**config.mk**
```make
export PLATFORM = sky130hd
export DESIGN_NAME = apb_img_loader_master
export DESIGN_NICKNAME = d
export VERILOG_FILES = /design/src/rtl/accel_apb_map_pkg.sv /design/src/rtl/apb_xfer_engine.sv /design/src/rtl/apb_img_loader_master.sv
export SDC_FILE = /design/constraint.sdc
export NUM_CORES = 1
export LEC_CHECK = 0
export ABC_AREA = 1
export ABC_CLOCK_PERIOD_IN_PS = 1750
export BUFFER_PORTS_ARGS = -buffer_cell sky130_fd_sc_hd__buf_4
export CAP_MARGIN = 20
export CELL_PAD_IN_SITES_DETAIL_PLACEMENT = 1
export CELL_PAD_IN_SITES_GLOBAL_PLACEMENT = 1
export CORE_MARGIN = 1
export CORE_UTILIZATION = 37
export DETAILED_ROUTE_END_ITERATION = 8
export PLACE_DENSITY = 0.92
export SYNTH_ARGS = -nofsm -noshare
export SYNTH_HDL_FRONTEND = slang
export SYNTH_HIERARCHICAL = 1
export SYNTH_SLANG_ARGS = --single-unit
```
**constraint.sdc**
```tcl
create_clock -name PCLK -period 1.75 [get_ports PCLK]
set_clock_uncertainty 0.05 [all_clocks]
set_input_delay 0.2625 -clock PCLK [delete_from_list [all_inputs] [get_ports PCLK]]
set_output_delay 0.2625 -clock PCLK [all_outputs]
set_load 0.1 [all_outputs]
```
**src/rtl/accel_apb_map_pkg.sv**
```systemverilog
// Register map, FSM state type and strobe constants
// shared by the image loader APB requester.
package accel_apb_map_pkg;

    localparam logic [9:0] IDX_IMG_BASE     = 10'd10;
    localparam logic [9:0] IDX_IMG_CMD      = 10'd42;
    localparam logic [9:0] IDX_RESULT       = 10'd43;
    localparam logic [9:0] IDX_WCMD         = 10'd44;
    localparam logic [9:0] IDX_MODEL_PARAMS = 10'd45;

    localparam logic [3:0] PSTRB_WR = 4'hF;
    localparam logic [3:0] PSTRB_RD = 4'h0;

    localparam int WORD_CNT_W = 7;

    typedef enum logic [3:0] {
        ST_IDLE,
        ST_LOAD_WAIT,
        ST_LOAD_SETUP,
        ST_LOAD_ACCESS,
        ST_CMD_SETUP,
        ST_CMD_ACCESS,
        ST_POLL_SETUP,
        ST_POLL_ACCESS,
        ST_POLL_GAP
    } ldr_state_t;

endpackage

```
**src/rtl/apb_xfer_engine.sv**
```systemverilog
// Single APB SETUP/ACCESS transfer engine; a req pulse
// loads the bus signals and starts the SETUP phase.
module apb_xfer_engine
    import accel_apb_map_pkg::*;
(
    input  logic        PCLK,
    input  logic        PRESETn,
    input  logic        req,
    input  logic [9:0]  addr,
    input  logic        wr,
    input  logic [31:0] wdata,
    output logic        ack,
    output logic [31:0] rdata,
    output logic        slverr,
    output logic        PSEL,
    output logic        PENABLE,
    output logic [9:0]  PADDR,
    output logic        PWRITE,
    output logic [31:0] PWDATA,
    output logic [3:0]  PSTRB,
    input  logic [31:0] PRDATA,
    input  logic        PREADY,
    input  logic        PSLVERR
);

    assign ack    = PSEL & PENABLE & PREADY;
    assign rdata  = PRDATA;
    assign slverr = ack & PSLVERR;

    always_ff @(posedge PCLK or negedge PRESETn) begin
        if (!PRESETn) begin
            PSEL    <= 1'b0;
            PENABLE <= 1'b0;
            PADDR   <= '0;
            PWRITE  <= 1'b0;
            PWDATA  <= '0;
            PSTRB   <= '0;
        end else if (req) begin
            PSEL    <= 1'b1;
            PENABLE <= 1'b0;
            PADDR   <= addr;
            PWRITE  <= wr;
            PWDATA  <= wdata;
            PSTRB   <= wr ? PSTRB_WR : PSTRB_RD;
        end else if (PSEL && !PENABLE) begin
            PENABLE <= 1'b1;
        end else if (ack) begin
            PSEL    <= 1'b0;
            PENABLE <= 1'b0;
        end
    end

endmodule

```
**src/rtl/apb_img_loader_master.sv**
```systemverilog
// Streams an image frame into the accelerator over APB, triggers it and polls
// for the result. APB_LOADER_POLL_TIMEOUT_EN bounds the number of poll reads.
module apb_img_loader_master
    import accel_apb_map_pkg::*;
#(
    parameter int IMG_BASE_IDX     = int'(IDX_IMG_BASE),
    parameter int NUM_WORDS        = 32,
    parameter int IMG_CMD_IDX      = int'(IDX_IMG_CMD),
    parameter int RESULT_IDX       = int'(IDX_RESULT),
    parameter int RESULT_VALID_BIT = 31,
    parameter int POLL_GAP         = 4
`ifdef APB_LOADER_POLL_TIMEOUT_EN
    ,
    parameter int MAX_POLLS        = 1024
`endif
) (
    input  logic        PCLK,
    input  logic        PRESETn,
    output logic        PSEL,
    output logic        PENABLE,
    output logic [9:0]  PADDR,
    output logic        PWRITE,
    output logic [31:0] PWDATA,
    output logic [3:0]  PSTRB,
    input  logic [31:0] PRDATA,
    input  logic        PREADY,
    input  logic        PSLVERR,
    input  logic        start,
    input  logic        s_valid,
    input  logic [31:0] s_data,
    output logic        s_ready,
    output logic        busy,
    output logic        done,
    output logic [31:0] result,
    output logic        err
);

    localparam logic [7:0] GAP_LAST = 8'(POLL_GAP - 1);
    localparam logic [WORD_CNT_W-1:0] LAST_WORD =
        WORD_CNT_W'(NUM_WORDS - 1);

    ldr_state_t state, state_nxt;

    logic [WORD_CNT_W-1:0] word_cnt;
    logic [7:0]            gap_cnt;
    logic [9:0]            load_addr;

    logic        req, x_wr, ack, slverr;
    logic [9:0]  x_addr;
    logic [31:0] x_wdata, rdata;

    logic go_load, go_cmd, go_poll;
    logic fin_ok, fin_err;
    logic last_word, res_valid, timeout;

    assign load_addr = 10'(IMG_BASE_IDX) + 10'(word_cnt);
    assign last_word = (word_cnt == LAST_WORD);
    assign res_valid = rdata[RESULT_VALID_BIT];
    assign busy      = (state != ST_IDLE);

`ifdef APB_LOADER_POLL_TIMEOUT_EN
    localparam int PCW = $clog2(MAX_POLLS + 1);

    logic [PCW-1:0] poll_cnt;

    always_ff @(posedge PCLK or negedge PRESETn) begin
        if (!PRESETn) begin
            poll_cnt <= '0;
        end else if (state == ST_IDLE && start) begin
            poll_cnt <= '0;
        end else if (state == ST_POLL_ACCESS && ack && !slverr) begin
            poll_cnt <= poll_cnt + 1'b1;
        end
    end

    assign timeout = (poll_cnt == PCW'(MAX_POLLS - 1));
`else
    assign timeout = 1'b0;
`endif

    always_comb begin
        state_nxt = state;
        go_load   = 1'b0;
        go_cmd    = 1'b0;
        go_poll   = 1'b0;
        fin_ok    = 1'b0;
        fin_err   = 1'b0;
        unique case (state)
            ST_IDLE: begin
                if (start) state_nxt = ST_LOAD_WAIT;
            end
            ST_LOAD_WAIT: begin
                if (s_valid && s_ready) begin
                    state_nxt = ST_LOAD_SETUP;
                    go_load   = 1'b1;
                end
            end
            ST_LOAD_SETUP: state_nxt = ST_LOAD_ACCESS;
            ST_LOAD_ACCESS: begin
                if (ack) begin
                    if (slverr) begin
                        fin_err = 1'b1;
                    end else if (last_word) begin
                        state_nxt = ST_CMD_SETUP;
                        go_cmd    = 1'b1;
                    end else begin
                        state_nxt = ST_LOAD_WAIT;
                    end
                end
            end
            ST_CMD_SETUP: state_nxt = ST_CMD_ACCESS;
            ST_CMD_ACCESS: begin
                if (ack) begin
                    if (slverr) begin
                        fin_err = 1'b1;
                    end else begin
                        state_nxt = ST_POLL_SETUP;
                        go_poll   = 1'b1;
                    end
                end
            end
            ST_POLL_SETUP: state_nxt = ST_POLL_ACCESS;
            ST_POLL_ACCESS: begin
                if (ack) begin
                    if (slverr || (!res_valid && timeout)) begin
                        fin_err = 1'b1;
                    end else if (res_valid) begin
                        fin_ok = 1'b1;
                    end else if (POLL_GAP == 0) begin
                        state_nxt = ST_POLL_SETUP;
                        go_poll   = 1'b1;
                    end else begin
                        state_nxt = ST_POLL_GAP;
                    end
                end
            end
            ST_POLL_GAP: begin
                if (gap_cnt == GAP_LAST) begin
                    state_nxt = ST_POLL_SETUP;
                    go_poll   = 1'b1;
                end
            end
            default: state_nxt = ST_IDLE;
        endcase
        if (fin_ok || fin_err) state_nxt = ST_IDLE;
    end

    // Reads default to the result register with zero write data
    always_comb begin
        req     = go_load | go_cmd | go_poll;
        x_addr  = 10'(RESULT_IDX);
        x_wr    = 1'b0;
        x_wdata = '0;
        unique case (1'b1)
            go_load: begin
                x_addr  = load_addr;
                x_wr    = 1'b1;
                x_wdata = s_data;
            end
            go_cmd: begin
                x_addr  = 10'(IMG_CMD_IDX);
                x_wr    = 1'b1;
                x_wdata = 32'h1;
            end
            default: ;
        endcase
    end

    always_ff @(posedge PCLK or negedge PRESETn) begin
        if (!PRESETn) begin
            state    <= ST_IDLE;
            s_ready  <= 1'b0;
            done     <= 1'b0;
            err      <= 1'b0;
            result   <= '0;
            word_cnt <= '0;
            gap_cnt  <= '0;
        end else begin
            state   <= state_nxt;
            s_ready <= (state_nxt == ST_LOAD_WAIT);
            done    <= fin_ok | fin_err;
            if (state == ST_IDLE && start) begin
                word_cnt <= '0;
                err      <= 1'b0;
            end else if (state == ST_LOAD_ACCESS && ack && !slverr) begin
                word_cnt <= word_cnt + 1'b1;
            end
            if (fin_err) err <= 1'b1;
            if (fin_ok) result <= rdata;
            gap_cnt <= (state == ST_POLL_GAP) ? gap_cnt + 8'd1 : 8'd0;
        end
    end

    apb_xfer_engine u_xfer (
        .PCLK    (PCLK),
        .PRESETn (PRESETn),
        .req     (req),
        .addr    (x_addr),
        .wr      (x_wr),
        .wdata   (x_wdata),
        .ack     (ack),
        .rdata   (rdata),
        .slverr  (slverr),
        .PSEL    (PSEL),
        .PENABLE (PENABLE),
        .PADDR   (PADDR),
        .PWRITE  (PWRITE),
        .PWDATA  (PWDATA),
        .PSTRB   (PSTRB),
        .PRDATA  (PRDATA),
        .PREADY  (PREADY),
        .PSLVERR (PSLVERR)
    );

endmodule

```
==> out/metrics.csv, run 1 <==
metric,value,unit
met1 Track Usage GR,25.8,%
GRT busiest layer,met2,
TritonCTS clock tree,built,
cell-internal power,5.48,mW
die area,0.0137,sq mm
clock power share,18.9,%
R2R depth,11,
first-pass GRT wire length,23600,um
row count,41,
DRC,0,
layout cell share with drive strength beyond 1,35.9,%
per-cell routed wire length,18.9,um
setup ws final,-146,ps
Net Sw Frac,54.2,%
CP Class,flip-flop to flip-flop,
Placed Cells,911,
All-Layer GR Usage,22.9,%
pre-CTS WS,-72.0,ps
worst slew pin tran,558,ps
CP arrival,2120,ps
post-DP HPWL,10700,um
worst hold start,PRDATA[1],
flop2flop setup slack,-150,ps
Mapped Cells,620,
routed vias/inst,4.99,
1st-iter DRT viols,260,
Yosys reg bits,99,
Max H-tree Level,3,
Hold WC Path Type,input port to flip-flop,
status,"complete, but fails checks",
TritonRoute pass-1 iters,4,
die height,117,um
CTS Root Buffer Type,clkbuf_16,
Overflow after GRT,0,
unrepaired setup endpoints after global routing,true,
MaxCap Viol Count,0,
max-slew violations,0,
number of global-route vias before repair,4838,
Core Region,0.0127,sq mm
Hold Crit Depth,3,
Comb power frac,54.4,%
maximum clock path buffer count,2,
post-route ant nets,0,
"Clk pin slew, worst setup/hold paths",70,ps
most frequent cells in the layout,"220 x nand2_1, 170 x buf_4, 95 x dfrtp_1, 66 x nor2_1, 60 x inv_1",
routability cong.,0.870,
Worst VDD drop,0.848,mV
min cycle time layout,1900,ps
critical path endpoint category,flip-flop,
Crit-path slowest cell,dfrtp_4,
final hold vios,0,
P_leak,3.97,nW
Netlist Area Pre-Place,0.00488,sq mm
switching pwr,6.47,mW
R2R Path Start,u_xfer/PENABLE$_DFFE_PN0P_,
Post-Syn Area per Cell,7.87,sq um
clk sink count,99,
die width,117,um
Final period util,108,%
"Cell Chain, Critical Path",nand2_4 > nor3_4 > inv_2 > nand2_4 > inv_4 > nand3_2 > nand4_1 > buf_12 > inv_8 > nand2_1 > nand2_1,
Syn-to-layout area delta,39.1,%
Hold EP,result[1]$_DFFE_PN0P_,
startpoint types,flip-flop,
Critical Path RT,1980,ps
fin cells,938,
crit-path max cell delay,450,ps
WHS,66.1,ps
final setup vio count,50,
Ports,155,
Final Net Count,833,
CP max FO,22,
failing checks,negative setup slack,
sequential share of power,26.7,%
Power per Cell Area,1760,mW/mm^2
total power,11.9,mW
final WL,17800,um
port buffer count,154,
Initial Util,38.4,%
"commonest non-fill, non-tap cell in the layout",nand2_1,
M3 GR Usage,2.37,%
clk_lat worst skew,350,ps
GRT met2 Usage,42.3,%
Cell variety after synth,31,
Vias,4677,
worst reg2reg endpoint,u_xfer/PWDATA[31]$_DFFE_PN0P_,
antenna violations before repair,1,
pin count of the biggest net entering global routing,46,
Max Freq,527,MHz
"Seq/Total Area, Yosys",50.7,%
Synth warnings,6,
CP startpoint,u_xfer/PENABLE$_DFFE_PN0P_,
TNS Setup,-4340,ps
Slew HR,62.4,%
CTS Buf Count,9,
[metal layers]
metal / part of all wire [%] / up-vias
met4: 4.7 / 0
met5: 0 / -
met2: 54 / 156
met3: 3.9 / 63
met1: 37 / 2358
li1: - / 2100
[sequential cells by signal (all words and copies together), names as in the netlist, 4 cells and up]
| register | cells |
|---|---|
| u_xfer/PWDATA | 32 |
| u_xfer/PADDR | 10 |
| gap_cnt | 8 |
| result | 32 |
| state | 4 |
| word_cnt | 7 |
[how the worst max path moves through the flow]
stage | slack [ps] | to | depth (start not counted)
floorplan | -90 | u_xfer/PSTRB[2]$_DFFE_PN0P_ | 12
global placement | 30 | u_xfer/PENABLE$_DFFE_PN0P_ | 11
detailed placement | -70 | u_xfer/PENABLE$_DFFE_PN0P_ | 11
CTS | -60 | u_xfer/PADDR[3]$_DFFE_PN0P_ | 11
global route | -210 | u_xfer/PWDATA[6]$_DFFE_PN0P_ | 11
finish | -150 | u_xfer/PWDATA[31]$_DFFE_PN0P_ | 11
[synthesized netlist by cell type, drive strengths merged]
| library cell | instances | area share [%] |
|---|---|---|
| nand2 | 267 | 21 |
| dfrtp | 99 | 51 |
| nor2 | 75 | 6.6 |
| inv | 66 | 5.2 |
| buf | 54 | 9.3 |
| nand3 | 13 | 1.5 |
| a21oi | 11 | 1.3 |
| o21ai | 10 | 1.0 |
| nor3 | 9 | 0.92 |
| ha | 3 | 0.77 |
| a211oi | 2 | 0.31 |
| clkbuf | 2 | 0.15 |
| nand4 | 2 | 0.38 |
| a22o | 1 | 0.18 |
| a31oi | 1 | 0.13 |
| and2 | 1 | 0.13 |
| conb | 1 | 0.077 |
| nor4 | 1 | 0.13 |
| or2 | 1 | 0.13 |
| xor2 | 1 | 0.18 |
[power groups by stage]
stage	clock (mW)	sequential (mW)	combinational, mW
after floorplan	0	6.29	1.53
after global placement	0	3.13	5.89
after detailed placement	0	3.18	6.02
after CTS	2.25	3.15	6.13
after global routing	2.35	3.24	6.71
final	2.26	3.18	6.50
[logic make-up (layout without fill, tap and decap cells)]
group           after synthesis  after routing  synth area share, %
xor+xnor                      1              1                0.179
flops                        99             99                 50.7
simple gates                369            369                 30.6
compound gates               25             25                 2.92
other cells                   1              3               0.0768
fa+ha+maj                     3              3                0.769
buf+inv                     122            266                 14.7
[area by class of cell]
class	count	area [sq um]
tap	172	215
multi-input combinational	400	1930
clock buffer	10	239
inverter	66	287
antenna	1	2.50
fill	1564	5930
clock inverter	6	93.8
timing repair inverter	1	11.3
timing repair buffer	183	1530
sequential	99	2490
[repair_timing]
action,4_1_cts,5_1_grt
buffers inserted,1,2
hold buffers,1,0
pin swaps,2,13
resized for setup,10,74
endpoints found under the hold margin,29,0
setup endpoints to repair,74,83
cloned,1,5
[worst max-delay path, delay by kind of cell (launching register included)]
| kind | cells | cell delay (ps) |
|---|---|---|
| simple gates | 7 | 820 |
| buf+inv | 4 | 490 |
| flops | 1 | 450 |
[through the flow]
step                      util [%]  instance area [sq um]
after floorplan                  -                   4920
after global placement        47.3                   6020
after detailed placement      47.3                   6020
after CTS                     50.6                   6430
after global routing          53.4                   6790
final                         53.4                   6790
(Power assumes the default switching activity.)
==> inputs of run 2 (changes only) <==
Settings changed: MAX_ROUTING_LAYER set to met4, RECOVER_POWER set to 100, SKIP_LAST_GASP set to 1.
==> run 2 against run 1 <==
The run still ends with negative setup slack left. Sequential cell count is the same. Wire length up 1.2%. Critical path depth down 2. Critical endpoint is now u_xfer/PWDATA[2]$_DFFE_PN0P_. Cell count grew 0.96%. Largest power group unchanged. Sequential power about the same. Critical path type unchanged.
==> out/metrics.csv, run 2 (synthesized netlist as in run 1, its figures left out) <==
metric,value,unit,change
GRT busiest layer,met2,,unchanged
Max Freq,526,MHz,was 527 MHz
Final period util,109,%,was 108%
status,"complete, but fails checks",,unchanged
Syn-to-layout area delta,34.1,%,was 39.1%
fin cells,947,,was 938
Final Net Count,842,,was 833
All-Layer GR Usage,23.6,%,was 22.9%
TNS Setup,-2250,ps,was -4340 ps
Slew HR,44.4,%,was 62.4%
per-cell routed wire length,19.0,um,was 18.9 um
CP max FO,23,,was 22
Core Region,0.0127,sq mm,unchanged
DP Area,0.00602,sq mm,unchanged
"Cell Chain, Critical Path",ha_1 > nand2_1 > nor2_1 > nand2_1 > nand4_1 > buf_12 > clkinv_16 > nand2_1 > nand2_1,,was nand2_4 > nor3_4 > inv_2 > nand2_4 > inv_4 > nand3_2 > nand4_1 > buf_12 > inv_8 > nand2_1 > nand2_1
final hold vios,0,,unchanged
maximum clock path buffer count,2,,unchanged
Worst VDD drop,0.768,mV,was 0.848 mV
row count,41,,unchanged
Placed Cells,911,,unchanged
Fillers,1580,,was 1564
max-slew violations,0,,unchanged
DRC,0,,unchanged
die height,117,um,unchanged
Overflow after GRT,0,,unchanged
number of global-route vias before repair,4839,,was 4838
Vias,4713,,was 4677
CP arrival,2070,ps,was 2120 ps
min cycle time layout,1900,ps,about the same
antenna violations before repair,0,,was 1
M3 GR Usage,2.32,%,was 2.37%
CP Class,flip-flop to flip-flop,,unchanged
routed vias/inst,4.98,,was 4.99
post-route ant nets,0,,unchanged
pin count of the biggest net entering global routing,46,,unchanged
Power per Cell Area,1770,mW/mm^2,was 1760 mW/mm^2
TritonRoute pass-1 iters,4,,unchanged
Initial Util,38.4,%,unchanged
MaxCap Viol Count,0,,unchanged
clk_lat worst skew,350,ps,about the same
post-DP HPWL,10700,um,unchanged
final setup vio count,45,,was 50
crit-path max cell delay,390,ps,was 450 ps
final WL,18000,um,was 17800 um
critical path endpoint category,flip-flop,,unchanged
unrepaired setup endpoints after global routing,true,,unchanged
"Clk pin slew, worst setup/hold paths",70,ps,about the same
die area,0.0137,sq mm,unchanged
startpoint types,flip-flop,,unchanged
"commonest non-fill, non-tap cell in the layout",nand2_1,,unchanged
Critical Path RT,1920,ps,was 1980 ps
GRT met2 Usage,42.3,%,about the same
P_leak,3.81,nW,was 3.97 nW
flop2flop setup slack,-150,ps,about the same
die width,117,um,unchanged
CTS Buf Count,9,,unchanged
Final Core Density,51.4,%,was 53.4%
setup ws final,-150,ps,was -146 ps
port buffer count,154,,unchanged
clk sink count,99,,unchanged
first-pass GRT wire length,23600,um,unchanged
failing checks,negative setup slack,,unchanged
Regs by FF count,"result: 32 flops, u_xfer/PWDATA: 32 flops, u_xfer/PADDR: 10 flops",,unchanged
layout cell share with drive strength beyond 1,32.9,%,was 35.9%
TritonCTS clock tree,built,,unchanged
1st-iter DRT viols,328,,was 260
crit-path most repeated cell,nand2_1,,
Crit-path slowest cell,dfrtp_1,,was dfrtp_4
met1 Track Usage GR,25.8,%,about the same
Max H-tree Level,3,,unchanged
CTS Root Buffer Type,clkbuf_16,,unchanged
worst slew pin tran,833,ps,was 558 ps
post-route cell area,0.00655,sq mm,was 0.00679 sq mm
most frequent cells in the layout,"247 x nand2_1, 95 x dfrtp_1, 95 x buf_4, 78 x clkbuf_2, 66 x nor2_1",,"was 220 x nand2_1, 170 x buf_4, 95 x dfrtp_1, 66 x nor2_1, 60 x inv_1"
routability cong.,0.884,,was 0.870
Ports,155,,unchanged
Hold WC Path Type,input port to flip-flop,,unchanged
pre-CTS WS,-72.0,ps,unchanged
## run 2: cell count changes in the layout (fill, tap and decap cells not counted), moves of 10 or more
cell,before,now
nand2_4,15,5
nand2_1,220,247
nand2_2,32,15
clkbuf_2,0,78
buf_4,170,95
## run 2: area by class of cell
cell class	instances	area [sq um]	share of cell area (%)
antenna	1	2.50	0.0382
clock buffer	10	239	3.65
multi-input combinational	400	1810	27.6
clock inverter	6	93.8	1.43
timing repair inverter	3	28.8	0.440
inverter	66	292	4.45
sequential	99	2490	38.0
timing repair buffer	190	1380	21.1
tap	172	215	3.29
## run 2: routing by layer
metal | vias to the layer above | part of all wire (%) | wire length, um
met4 | 0 | 3.6 | 652
met2 | 164 | 53 | 9520
met1 | 2382 | 39 | 6970
met3 | 47 | 4.6 | 831
li1 | 2120 | - | -
met5 | - | 0 | 0
## run 2: metrics by stage
stage	total power [mW]	hold slack, ps
after floorplan	7.81	-83.1
after global placement	9.02	180
after detailed placement	9.20	196
after CTS	11.5	59.8
after global routing	11.9	73.5
final	11.6	63.7
## run 2: final timing paths
path                                  startpoint                      endpoint  depth (start not counted)
min reg2reg                result[2]$_DFFE_PN0P_         result[2]$_DFFE_PN0P_                          2
max in group asynchronous                PRESETn         result[6]$_DFFE_PN0P_                          3
max                         gap_cnt[0]$_DFF_PN0_  u_xfer/PWDATA[2]$_DFFE_PN0P_                          9
min in group asynchronous                PRESETn   u_xfer/PSTRB[2]$_DFFE_PN0P_                          2
min                                   PRDATA[23]        result[23]$_DFFE_PN0P_                          3
max reg2reg                 gap_cnt[0]$_DFF_PN0_  u_xfer/PWDATA[2]$_DFFE_PN0P_                          9
## run 2: worst max-delay path, delay by kind of cell (launching register included)
| kind | cells | cell delay, ps |
|---|---|---|
| simple gates | 6 | 760 |
| fa+ha+maj | 1 | 230 |
| buf+inv | 2 | 330 |
| flops | 1 | 390 |
## run 2: timing repair
action,CTS,global route
endpoints found under the hold margin,29,0
pin swaps,2,4
gates cloned,1,8
setup endpoints to repair,74,83
gates resized for setup,9,38
buffers inserted,1,8
hold buffers,1,0
## run 2: where the power goes
part	total, mW	switching (mW)	internal, mW
clock	2.25	0.945	1.31
combinational	6.16	5.07	1.09
sequential	3.17	0.379	2.79
